===== src/rtl/demux_sched_pkg.sv =====
// Shared encodings for the demux lane scheduler: steering modes, FSM states
// and the mode-dependent input-ready rule.
package demux_sched_pkg;

    // Steering modes
    localparam logic [1:0] MODE_RR = 2'd0;   // round-robin between lanes
    localparam logic [1:0] MODE_L0 = 2'd1;   // force lane 0
    localparam logic [1:0] MODE_L1 = 2'd2;   // force lane 1
    localparam logic [1:0] MODE_BC = 2'd3;   // broadcast to both lanes

    // Scheduler FSM states
    localparam logic [1:0] STATE_IDLE   = 2'd0;
    localparam logic [1:0] STATE_ACTIVE = 2'd1;
    localparam logic [1:0] STATE_STALL  = 2'd2;

    // Input side may accept when the lane(s) the mode would target can take a word.
    function automatic logic mode_ready(input logic [1:0] mode, input logic [1:0] free);
        logic rdy;
        case (mode)
            MODE_RR: rdy = free[0] | free[1];
            MODE_L0: rdy = free[0];
            MODE_L1: rdy = free[1];
            default: rdy = free[0] & free[1];
        endcase
        return rdy;
    endfunction

endpackage


===== src/rtl/demux_lane_reg.sv =====
// One registered output lane: holds a word until the consumer takes it,
// can drain and reload in the same cycle, and counts delivered words.
module demux_lane_reg #(
    parameter int DATA_W = 4,
    parameter int CNT_W  = 8
) (
    input  logic              clk,
    input  logic              reset,
    input  logic              i_load,
    input  logic [DATA_W-1:0] i_load_data,
    input  logic              i_ready_out,
    output logic [DATA_W-1:0] o_data_out,
    output logic              o_valid_out,
    output logic              o_free,
    output logic [CNT_W-1:0]  o_cnt
);

    logic [DATA_W-1:0] r_data;
    logic              r_valid;
    logic [CNT_W-1:0]  r_cnt;
    logic              w_xfer;

    // A lane that is empty, or whose word leaves this cycle, can take a new one.
    assign o_free = ~r_valid | i_ready_out;
    assign w_xfer = r_valid & i_ready_out;

    // Output slice: load wins over drain so a same-cycle reload keeps valid high.
    always_ff @(posedge clk) begin
        if (reset) begin
            r_data  <= '0;
            r_valid <= 1'b0;
        end else if (i_load) begin
            r_data  <= i_load_data;
            r_valid <= 1'b1;
        end else if (w_xfer) begin
            r_valid <= 1'b0;
        end
    end

    // Delivered-word counter, wraps naturally at 2^CNT_W.
    always_ff @(posedge clk) begin
        if (reset) begin
            r_cnt <= '0;
        end else if (w_xfer) begin
            r_cnt <= r_cnt + CNT_W'(1);
        end
    end

    assign o_data_out  = r_data;
    assign o_valid_out = r_valid;
    assign o_cnt       = r_cnt;

endmodule


===== src/rtl/demux_lane_scheduler.sv =====
// 1:2 demultiplexer controller: accepts a valid/ready word stream and steers
// each word to lane 0, lane 1 or both according to the steering mode.
module demux_lane_scheduler #(
    parameter int DATA_W = 4,
    parameter int CNT_W  = 8
) (
    input  logic              clk,
    input  logic              reset,
    input  logic [DATA_W-1:0] data_in,
    input  logic              valid_in,
    output logic              ready_in,
    input  logic [1:0]        mode,
    output logic [DATA_W-1:0] data_out0,
    output logic              valid_out0,
    input  logic              ready_out0,
    output logic [DATA_W-1:0] data_out1,
    output logic              valid_out1,
    input  logic              ready_out1,
    output logic [CNT_W-1:0]  cnt0,
    output logic [CNT_W-1:0]  cnt1,
    output logic [CNT_W-1:0]  stall_cnt,
    output logic              busy
);

    import demux_sched_pkg::*;

    logic [1:0]        w_free;
    logic [1:0]        w_valid;
    logic [1:0]        w_load;
    logic [1:0]        w_ready_out;
    logic [1:0]        w_valid_next;
    logic [DATA_W-1:0] w_data_out [2];
    logic [CNT_W-1:0]  w_cnt [2];
    logic              w_accept;
    logic              w_stall;
    logic              w_rr_lane;
    logic [1:0]        w_state_next;

    logic              r_ptr;
    logic [CNT_W-1:0]  r_stall_cnt;
    logic [1:0]        r_state;

    assign w_ready_out = {ready_out1, ready_out0};

    // Never advertise readiness while reset is asserted.
    assign ready_in = ~reset & mode_ready(mode, w_free);
    assign w_accept = valid_in & ready_in;
    assign w_stall  = valid_in & ~ready_in;

    // Round-robin target: the pointed lane if free, otherwise the other one
    // (the pointer is left alone so the skipped lane keeps priority).
    assign w_rr_lane = w_free[r_ptr] ? r_ptr : ~r_ptr;

    // Per-lane load strobes for the accepted word.
    always_comb begin
        w_load = 2'b00;
        if (w_accept) begin
            case (mode)
                MODE_RR: w_load = {w_rr_lane, ~w_rr_lane};
                MODE_L0: w_load = 2'b01;
                MODE_L1: w_load = 2'b10;
                default: w_load = 2'b11;
            endcase
        end
    end

    genvar gi;
    generate
        for (gi = 0; gi < 2; gi++) begin : g_lane
            demux_lane_reg #(
                .DATA_W (DATA_W),
                .CNT_W  (CNT_W)
            ) u_lane (
                .clk         (clk),
                .reset       (reset),
                .i_load      (w_load[gi]),
                .i_load_data (data_in),
                .i_ready_out (w_ready_out[gi]),
                .o_data_out  (w_data_out[gi]),
                .o_valid_out (w_valid[gi]),
                .o_free      (w_free[gi]),
                .o_cnt       (w_cnt[gi])
            );

            // Lane valid as it will be after this edge, used by the FSM.
            assign w_valid_next[gi] = w_load[gi] | (w_valid[gi] & ~w_ready_out[gi]);
        end
    endgenerate

    // Round-robin pointer toggles only when the pointed lane took the word.
    always_ff @(posedge clk) begin
        if (reset) begin
            r_ptr <= 1'b0;
        end else if (w_accept && (mode == MODE_RR) && w_free[r_ptr]) begin
            r_ptr <= ~r_ptr;
        end
    end

    // Count cycles where the producer offers a word that cannot be taken.
    always_ff @(posedge clk) begin
        if (reset) begin
            r_stall_cnt <= '0;
        end else if (w_stall) begin
            r_stall_cnt <= r_stall_cnt + CNT_W'(1);
        end
    end

    // FSM next state with precedence STALL > ACTIVE > IDLE. A stall implies a
    // blocked lane that stays valid, so state != IDLE tracks any lane valid.
    always_comb begin
        if (w_stall) begin
            w_state_next = STATE_STALL;
        end else if (|w_valid_next) begin
            w_state_next = STATE_ACTIVE;
        end else begin
            w_state_next = STATE_IDLE;
        end
    end

    // FSM state register.
    always_ff @(posedge clk) begin
        if (reset) begin
            r_state <= STATE_IDLE;
        end else begin
            r_state <= w_state_next;
        end
    end

    assign busy       = (r_state != STATE_IDLE);
    assign data_out0  = w_data_out[0];
    assign data_out1  = w_data_out[1];
    assign valid_out0 = w_valid[0];
    assign valid_out1 = w_valid[1];
    assign cnt0       = w_cnt[0];
    assign cnt1       = w_cnt[1];
    assign stall_cnt  = r_stall_cnt;

endmodule

===== config.mk =====
export PLATFORM = sky130hd
export DESIGN_NAME = demux_lane_scheduler
export DESIGN_NICKNAME = d
export VERILOG_FILES = /design/src/rtl/demux_sched_pkg.sv /design/src/rtl/demux_lane_reg.sv /design/src/rtl/demux_lane_scheduler.sv
export SDC_FILE = /design/constraint.sdc
export NUM_CORES = 1
export LEC_CHECK = 0
export ABC_AREA = 1
export BUFFER_PORTS_ARGS = -buffer_cell sky130_fd_sc_hd__buf_2
export CAP_MARGIN = 20
export CORE_ASPECT_RATIO = 1.4
export CORE_MARGIN = 1.5
export CORE_UTILIZATION = 47
export CTS_CLUSTER_DIAMETER = 30
export DETAILED_ROUTE_END_ITERATION = 10
export PLACE_DENSITY = 0.72
export SYNTH_ARGS = -nofsm -noshare
export SYNTH_HDL_FRONTEND = slang
export SYNTH_HIERARCHICAL = 1
export SYNTH_SLANG_ARGS = --single-unit

===== constraint.sdc =====
create_clock -name clk -period 4.45 [get_ports clk]
set_input_delay 0.445 -clock clk [delete_from_list [all_inputs] [get_ports clk]]
set_output_delay 0.445 -clock clk [all_outputs]
set_load 0.02 [all_outputs]

### After elaboration in Yosys (flattened, before gate mapping)

Cells that the tools add are included.

* output and inout port bits: 36
* bits in registers: 37
* input bits: 11

* add/sub/neg operators: 3
* reduce and logical (&&, ||, !) cells: 8
* muxes and demuxes: 12
* order comparisons: 1
* bitwise operators: 21
* equal/unequal tests: 2

Operators by type and width (count)
* $add A8 B1 Y8 const B: 3
* $and A1 B1 Y1: 8
* $mux W1: 8
* $not A1 Y1: 8
* $pmux W2 S3: 1
* $reduce_bool A2 Y1: 3
* $or A1 B1 Y1: 5
* $mux W2: 2
* $reduce_or A2 Y1: 2
* $pmux W1 S3: 1
* $eq A2 B1 Y1 const B: 1
* $eq A2 B2 Y1 const B: 1
* $logic_and A1 B1 Y1: 2
* $logic_not A2 Y1: 1
* $lt A1 B2 Y1 const B: 1

### Logic depth before layout (Yosys ltp)

* depth after elaboration: 12
* depth in mapped cells: 11

### Modules after synthesis

The synthesis kept the hierarchy.

Modules (own cells, without submodules)
* demux_lane_reg: cells each 82, instances 2, area each 574.3 um^2
* demux_lane_scheduler: cells each 96, instances 1, area each 644.4 um^2

### Worst setup path before layout

Ideal clock, no wire load.

* path type: input port to flip-flop
* start point: input ready_out1
* end point: register g_lane[0].u_lane.r_data[0]
* data required time: 4.334 ns
* path buffers: 0
* arrival time: 1.729 ns
* library setup time: 0.116 ns
* setup slack: 2.605 ns
* cell stages on the path: 11
* path through: inv_1 nand2_1 inv_1 nand2_1 nand2_2 nor2_1 nand2_1 nor2_1 inv_1 nor2_1 nor2_1

RTL lines
* start: declaration: RTL line demux_lane_scheduler.sv:18 `input logic ready_out1,`
* $or A1 B1 Y1 *: RTL line demux_lane_reg.sv:24 `assign o_free = ~r_valid | i_ready_out;`
* named net w_free[1]: RTL line demux_lane_scheduler.sv:27 `logic [1:0] w_free;`
* $and A1 B1 Y1 / $or A1 B1 Y1 (equally long branches): RTL line demux_sched_pkg.sv:23, demux_sched_pkg.sv:20
* $pmux W1 S3 *: RTL line demux_sched_pkg.sv:19 `case (mode)`
* $and A1 B1 Y1 *: RTL line demux_lane_scheduler.sv:46 `assign ready_in = ~reset & mode_ready(mode, w_free);`
* named net ready_in: RTL line demux_lane_scheduler.sv:11 `output logic ready_in,`
* $and A1 B1 Y1 *: RTL line demux_lane_scheduler.sv:47 `assign w_accept = valid_in & ready_in;`
* $mux W2 *: RTL line demux_lane_scheduler.sv:57 `if (w_accept) begin`
* named net w_load[0]: RTL line demux_lane_scheduler.sv:29 `logic [1:0] w_load;`
* end signal: assignment: RTL line demux_lane_reg.sv:33 `r_data <= i_load_data;`
* end: declaration: RTL line demux_lane_reg.sv:18 `logic [DATA_W-1:0] r_data;`

Mark *: on every way through the listed nets, which the timed path passes. The rest lies on a longest branch. The select of a mux whose other input is x is not followed.
A chain may end at the register's enable or synchronous reset.

### Worst setup path after layout

* start point: register g_lane[1].u_lane.r_valid
* end point: output ready_in

* cells in the longest elaborated chain, start to end: 5

RTL lines
* start: declaration: RTL line demux_lane_reg.sv:19 `logic r_valid;`
* start signal: assignment: RTL line demux_lane_reg.sv:31 `r_valid <= 1'b0;`
* start signal: assignment: RTL line demux_lane_reg.sv:34 `r_valid <= 1'b1;`
* start signal: assignment: RTL line demux_lane_reg.sv:36 `r_valid <= 1'b0;`
* $not A1 Y1 *: RTL line demux_lane_reg.sv:24
* $or A1 B1 Y1 *: RTL line demux_lane_reg.sv:24
* named net w_free[1]: RTL line demux_lane_scheduler.sv:27
* $and A1 B1 Y1 / $or A1 B1 Y1 (equally long branches): RTL line demux_sched_pkg.sv:23, demux_sched_pkg.sv:20
* $pmux W1 S3 *: RTL line demux_sched_pkg.sv:19
* $and A1 B1 Y1 *: RTL line demux_lane_scheduler.sv:46
* end: declaration: RTL line demux_lane_scheduler.sv:11

Mark *: on every way through the listed nets, which the timed path passes. The rest lies on a longest branch.

==> flow_metrics.py <==
metrics = {
    "setup_path": {
        "critical_path_arrival_ns": 1.41,
        "crit_required_ns": 4.01,
        "critical_path.max_stage_delay_ns": 0.43,
        "worst_r2r_startpoint": "g_lane[1].u_lane/o_valid_out",
        "worst_path_cell_chain": "nand2_1, a21oi_1, nor2_1, buf_2",
        "worst_setup_path_end_kind": "output port",
        "setup.reg_to_reg.worst_slack_ns": 2.72,
        "critPathSlowestCell": "sky130_fd_sc_hd__dfxtp_1",
        "critical_path_buf_inv_count": 1,
        "crit_family": "flip-flops",
        "rr_endpoint": "g_lane[1].u_lane/o_data_out[3]",
        "startpoint_type": "flop",
        "worstSetupPathType": "flop to output port",
        "r2r_cells": 10,
        "critical_path_peak_fanout": 6,
    },
    "placed_design": {
        "port_buffers": 46,
        "placed_cell_area_um2": 2040,
        "detailed_placement_wirelength_estimate_um": 2870,
        "gp_congestion": 0.823,
        "placement.setup.worst_slack_ns": 2.47,
    },
    "flow_run": {
        "drv.max_cap_violation_count": 0,
    },
    "global_route": {
        "globalRouteMet3Util_pct": 5.60,
        "grtUsageTotal_pct": 18.6,
        "grt.met2_usage_pct": 33.2,
        "grt_first_pass_wirelength_um": 6390,
        "global_route.overflow_total": 0,
        "pin_count_of_the_biggest_net_entering_global_routing": 15,
        "grt.busiest_layer": "met2",
        "grtUsageMet1_pct": 20.5,
        "grt_antenna_before_repair": 0,
        "vias_in_the_first_global_route": 1534,
    },
    "clock_network": {
        "clock_latency_on_the_worst_skew_pair_ns": 0.28,
        "cts.path.max_buffers": 2,
        "tritoncts": "built",
        "cts_sinks": 37,
        "post_cts_hold_buffer_count": 0,
        "cts_root_buffer": "sky130_fd_sc_hd__clkbuf_8",
        "post_cts_resized": 0,
        "post_cts_setup_buffer_count": 0,
        "cts_inserted_buffers": 5,
        "clkTransAtPathRegs_ns": 0.07,
        "cts_max_level": 2,
    },
    "yosys": {
        "netlist_area_um2": 1790,
        "yosys.cell_types.count": 25,
        "ys_seq_elements": 37,
        "syn_avg_cell_area_um2": 6.90,
        "syn_inst": 260,
        "yosysSeqAreaShare_pct": 41.3,
        "mappedNetlistNets": 274,
        "synth_warnings": 6,
    },
    "floorplan": {
        "core-area_um2": 3640,
        "die-area_um2": 4200,
        "rows": 26,
        "die_height_um": 76.1,
        "initial_utilization_pct": 49.2,
        "chipWidth_um": 55.2,
        "num_io_pins": 47,
    },
    "timing": {
        "fin_worst_hold_slack_ns": 0.403,
        "clock-skew-final_ns": 0.00602,
        "rsz_0062_raised_after_global_routing": "no",
        "hold_violations": 0,
        "worst_pin_slew_ns": 0.515,
        "timing.final.setup_violations": 0,
        "timing.final.crit_period_ns": 1.85,
        "final.setup.tns_ns": 0,
        "fmax_mhz": 540,
        "slew_headroom_pct": 65.7,
        "post-route-period-util_pct": 41.6,
        "postLayoutSetupSlackWorst_ns": 2.60,
        "maxSlewViolCount": 0,
    },
    "detailed_routing": {
        "finalWirelength_um": 3700,
        "via_per_inst": 4.85,
        "drt-wirelength-per-cell_um": 10.5,
        "residual_drc_count": 0,
        "num_vias": 1702,
        "first_iter_violations": 21,
        "drt_pass1_iterations": 4,
        "antenna_violating_nets_post_route": 0,
    },
    "pwr": {
        "peakVddDrop_mv": 0.277,
        "share_clk_of_total_power_pct": 35.9,
        "power_density_nw_per_um2": 300,
        "switching_power_uw": 155,
        "power.internal_uw": 483,
        "power_leakage_uw": 0.00108,
        "power.combinational.fraction_pct": 9.9,
        "sequential_fraction_of_design_power_pct": 54.2,
        "switching_share_pct": 24.3,
    },
    "hold_path": {
        "hold_path_class": "primary input to flop",
        "hold_start": "data_in[2]",
        "hold_depth": 3,
        "worstHoldEndpoint": "g_lane[0].u_lane/o_data_out[2]",
    },
    "final_layout": {
        "post_route_design_area_um2": 2130,
        "num_antenna_cells": 0,
        "post_route_cells_drive_above_1_share_pct": 22.0,
        "area_delta_synth_final_pct": 18.8,
        "final.fill_count": 376,
        "final_net_count": 323,
    },
    "run_status": {
        "run_status": "finished, final reports clean",
    },
}
[state kept, by name (all words and copies together) (netlist names)]
| register | count |
|---|---|
| r_ptr | 1 |
| stall_cnt | 8 |
| g_lane.u_lane/o_valid_out | 2 |
| r_state | 2 |
| g_lane.u_lane/o_data_out | 8 |
| g_lane.u_lane/o_cnt | 16 |
[how the worst max path moves through the flow]
| stage | cells past startpoint | start | endpoint | slack [ns] |
|---|---|---|---|---|
| 2_1_floorplan | 11 | ready_out1 | g_lane[0].u_lane/o_data_out[0] | 2.60 |
| 3_3_place_gp | 12 | ready_out1 | g_lane[1].u_lane/o_data_out[3] | 2.49 |
| 3_5_place_dp | 12 | ready_out1 | g_lane[1].u_lane/o_data_out[3] | 2.47 |
| 4_1_cts | 4 | g_lane[1].u_lane/o_valid_out | ready_in | 2.59 |
| 5_1_grt | 10 | g_lane[1].u_lane/o_valid_out | g_lane[1].u_lane/o_data_out[3] | 2.35 |
| 6_report | 4 | g_lane[1].u_lane/o_valid_out | ready_in | 2.60 |
[layer usage]
layer | routed length [um] | part of all wire, %
met1 | 1570 | 42
met2 | 1890 | 51
met3 | 187 | 5.1
met4 | 60 | 1.6
met5 | 0 | 0
[final cells by class]
cell class                 instances  area [um2]  area share [%]
timing repair buffer              46         230            10.8
clock buffer                       7        86.3            4.05
inverter                          41         159            7.46
multi-input combinational        178         861            40.4
sequential                        37         741            34.8
tap                               42        52.6            2.47
[power groups by stage]
stage	registers [uW]	logic, uW	clock network, uW
2_1_floorplan	362	34.1	0
3_3_place_gp	353	62.5	0
3_5_place_dp	353	63.4	0
4_1_cts	346	63.8	236
5_1_grt	347	71.0	251
6_report	346	63.1	229
[cell usage after synthesis]
library cell | count | area [um2]
sky130_fd_sc_hd__nor2_2 | 2 | 12.5
sky130_fd_sc_hd__o21ai_1 | 2 | 10.0
sky130_fd_sc_hd__o21ai_2 | 2 | 17.5
sky130_fd_sc_hd__nand2_2 | 4 | 25.0
sky130_fd_sc_hd__nor3_1 | 1 | 5.00
sky130_fd_sc_hd__dfxtp_1 | 37 | 741
sky130_fd_sc_hd__clkinv_4 | 1 | 8.76
sky130_fd_sc_hd__o21ai_0 | 10 | 50.1
sky130_fd_sc_hd__o21a_1 | 2 | 15.0
sky130_fd_sc_hd__nand4_1 | 5 | 31.3
sky130_fd_sc_hd__nand2_1 | 61 | 229
sky130_fd_sc_hd__xor2_1 | 1 | 8.76
sky130_fd_sc_hd__nor2_1 | 42 | 158
sky130_fd_sc_hd__buf_2 | 2 | 10.0
sky130_fd_sc_hd__nand3_2 | 2 | 20.0
sky130_fd_sc_hd__a21oi_1 | 21 | 105
sky130_fd_sc_hd__ha_1 | 3 | 37.5
sky130_fd_sc_hd__a31oi_2 | 1 | 12.5
sky130_fd_sc_hd__a31oi_1 | 1 | 6.26
sky130_fd_sc_hd__or2_2 | 1 | 6.26
sky130_fd_sc_hd__nand3_1 | 12 | 60.1
sky130_fd_sc_hd__buf_6 | 2 | 22.5
sky130_fd_sc_hd__inv_1 | 40 | 150
sky130_fd_sc_hd__xnor2_1 | 2 | 17.5
sky130_fd_sc_hd__nor2_4 | 3 | 33.8
[worst register-to-register path, delay by kind of cell (launching register included)]
| family | cells | cell delay [ns] |
|---|---|---|
| AND/OR/NAND/NOR | 8 | 1.02 |
| flip-flops | 1 | 0.37 |
| buffers and inverters | 2 | 0.23 |
[cell families after synthesis]
group | after synthesis | share of synthesized area (%)
DFF | 37 | 41.3
AOI/OAI and AO/OA | 39 | 12.1
buffers and inverters | 45 | 10.7
xor gates and xnor gates | 3 | 1.47
adders and majority gates | 3 | 2.09
and+or+nand+nor | 133 | 32.4
[layout by cell type (no fill, tap or decap)]
cell type	n
sky130_fd_sc_hd__o21a_1	2
sky130_fd_sc_hd__a31oi_2	1
sky130_fd_sc_hd__a21oi_1	21
sky130_fd_sc_hd__nand3_1	12
sky130_fd_sc_hd__buf_2	46
sky130_fd_sc_hd__o21ai_0	10
sky130_fd_sc_hd__nand2_2	4
sky130_fd_sc_hd__nor2_2	2
sky130_fd_sc_hd__clkbuf_8	6
sky130_fd_sc_hd__clkbuf_1	1
sky130_fd_sc_hd__ha_1	3
sky130_fd_sc_hd__clkinv_4	1
sky130_fd_sc_hd__nor2_4	3
sky130_fd_sc_hd__nand3_2	2
sky130_fd_sc_hd__or2_2	1
sky130_fd_sc_hd__dfxtp_1	37
sky130_fd_sc_hd__a31oi_1	1
sky130_fd_sc_hd__nand4_1	5
sky130_fd_sc_hd__o21ai_2	2
sky130_fd_sc_hd__nor2_1	42
sky130_fd_sc_hd__nand2_1	61
sky130_fd_sc_hd__xnor2_1	2
sky130_fd_sc_hd__inv_1	40
sky130_fd_sc_hd__o21ai_1	2
sky130_fd_sc_hd__xor2_1	1
sky130_fd_sc_hd__nor3_1	1
[per-stage QoR]
stage / instances / power (uW) / utilization, %
CTS: 351 / 646 / 58.4
global route: 351 / 669 / 58.4
detailed placement: 344 / 417 / 56.1
global placement: 344 / 416 / 56.1
floorplan: 260 / 396 / -
finish: 351 / 638 / 58.4
Power figures use the tool's default switching activity.
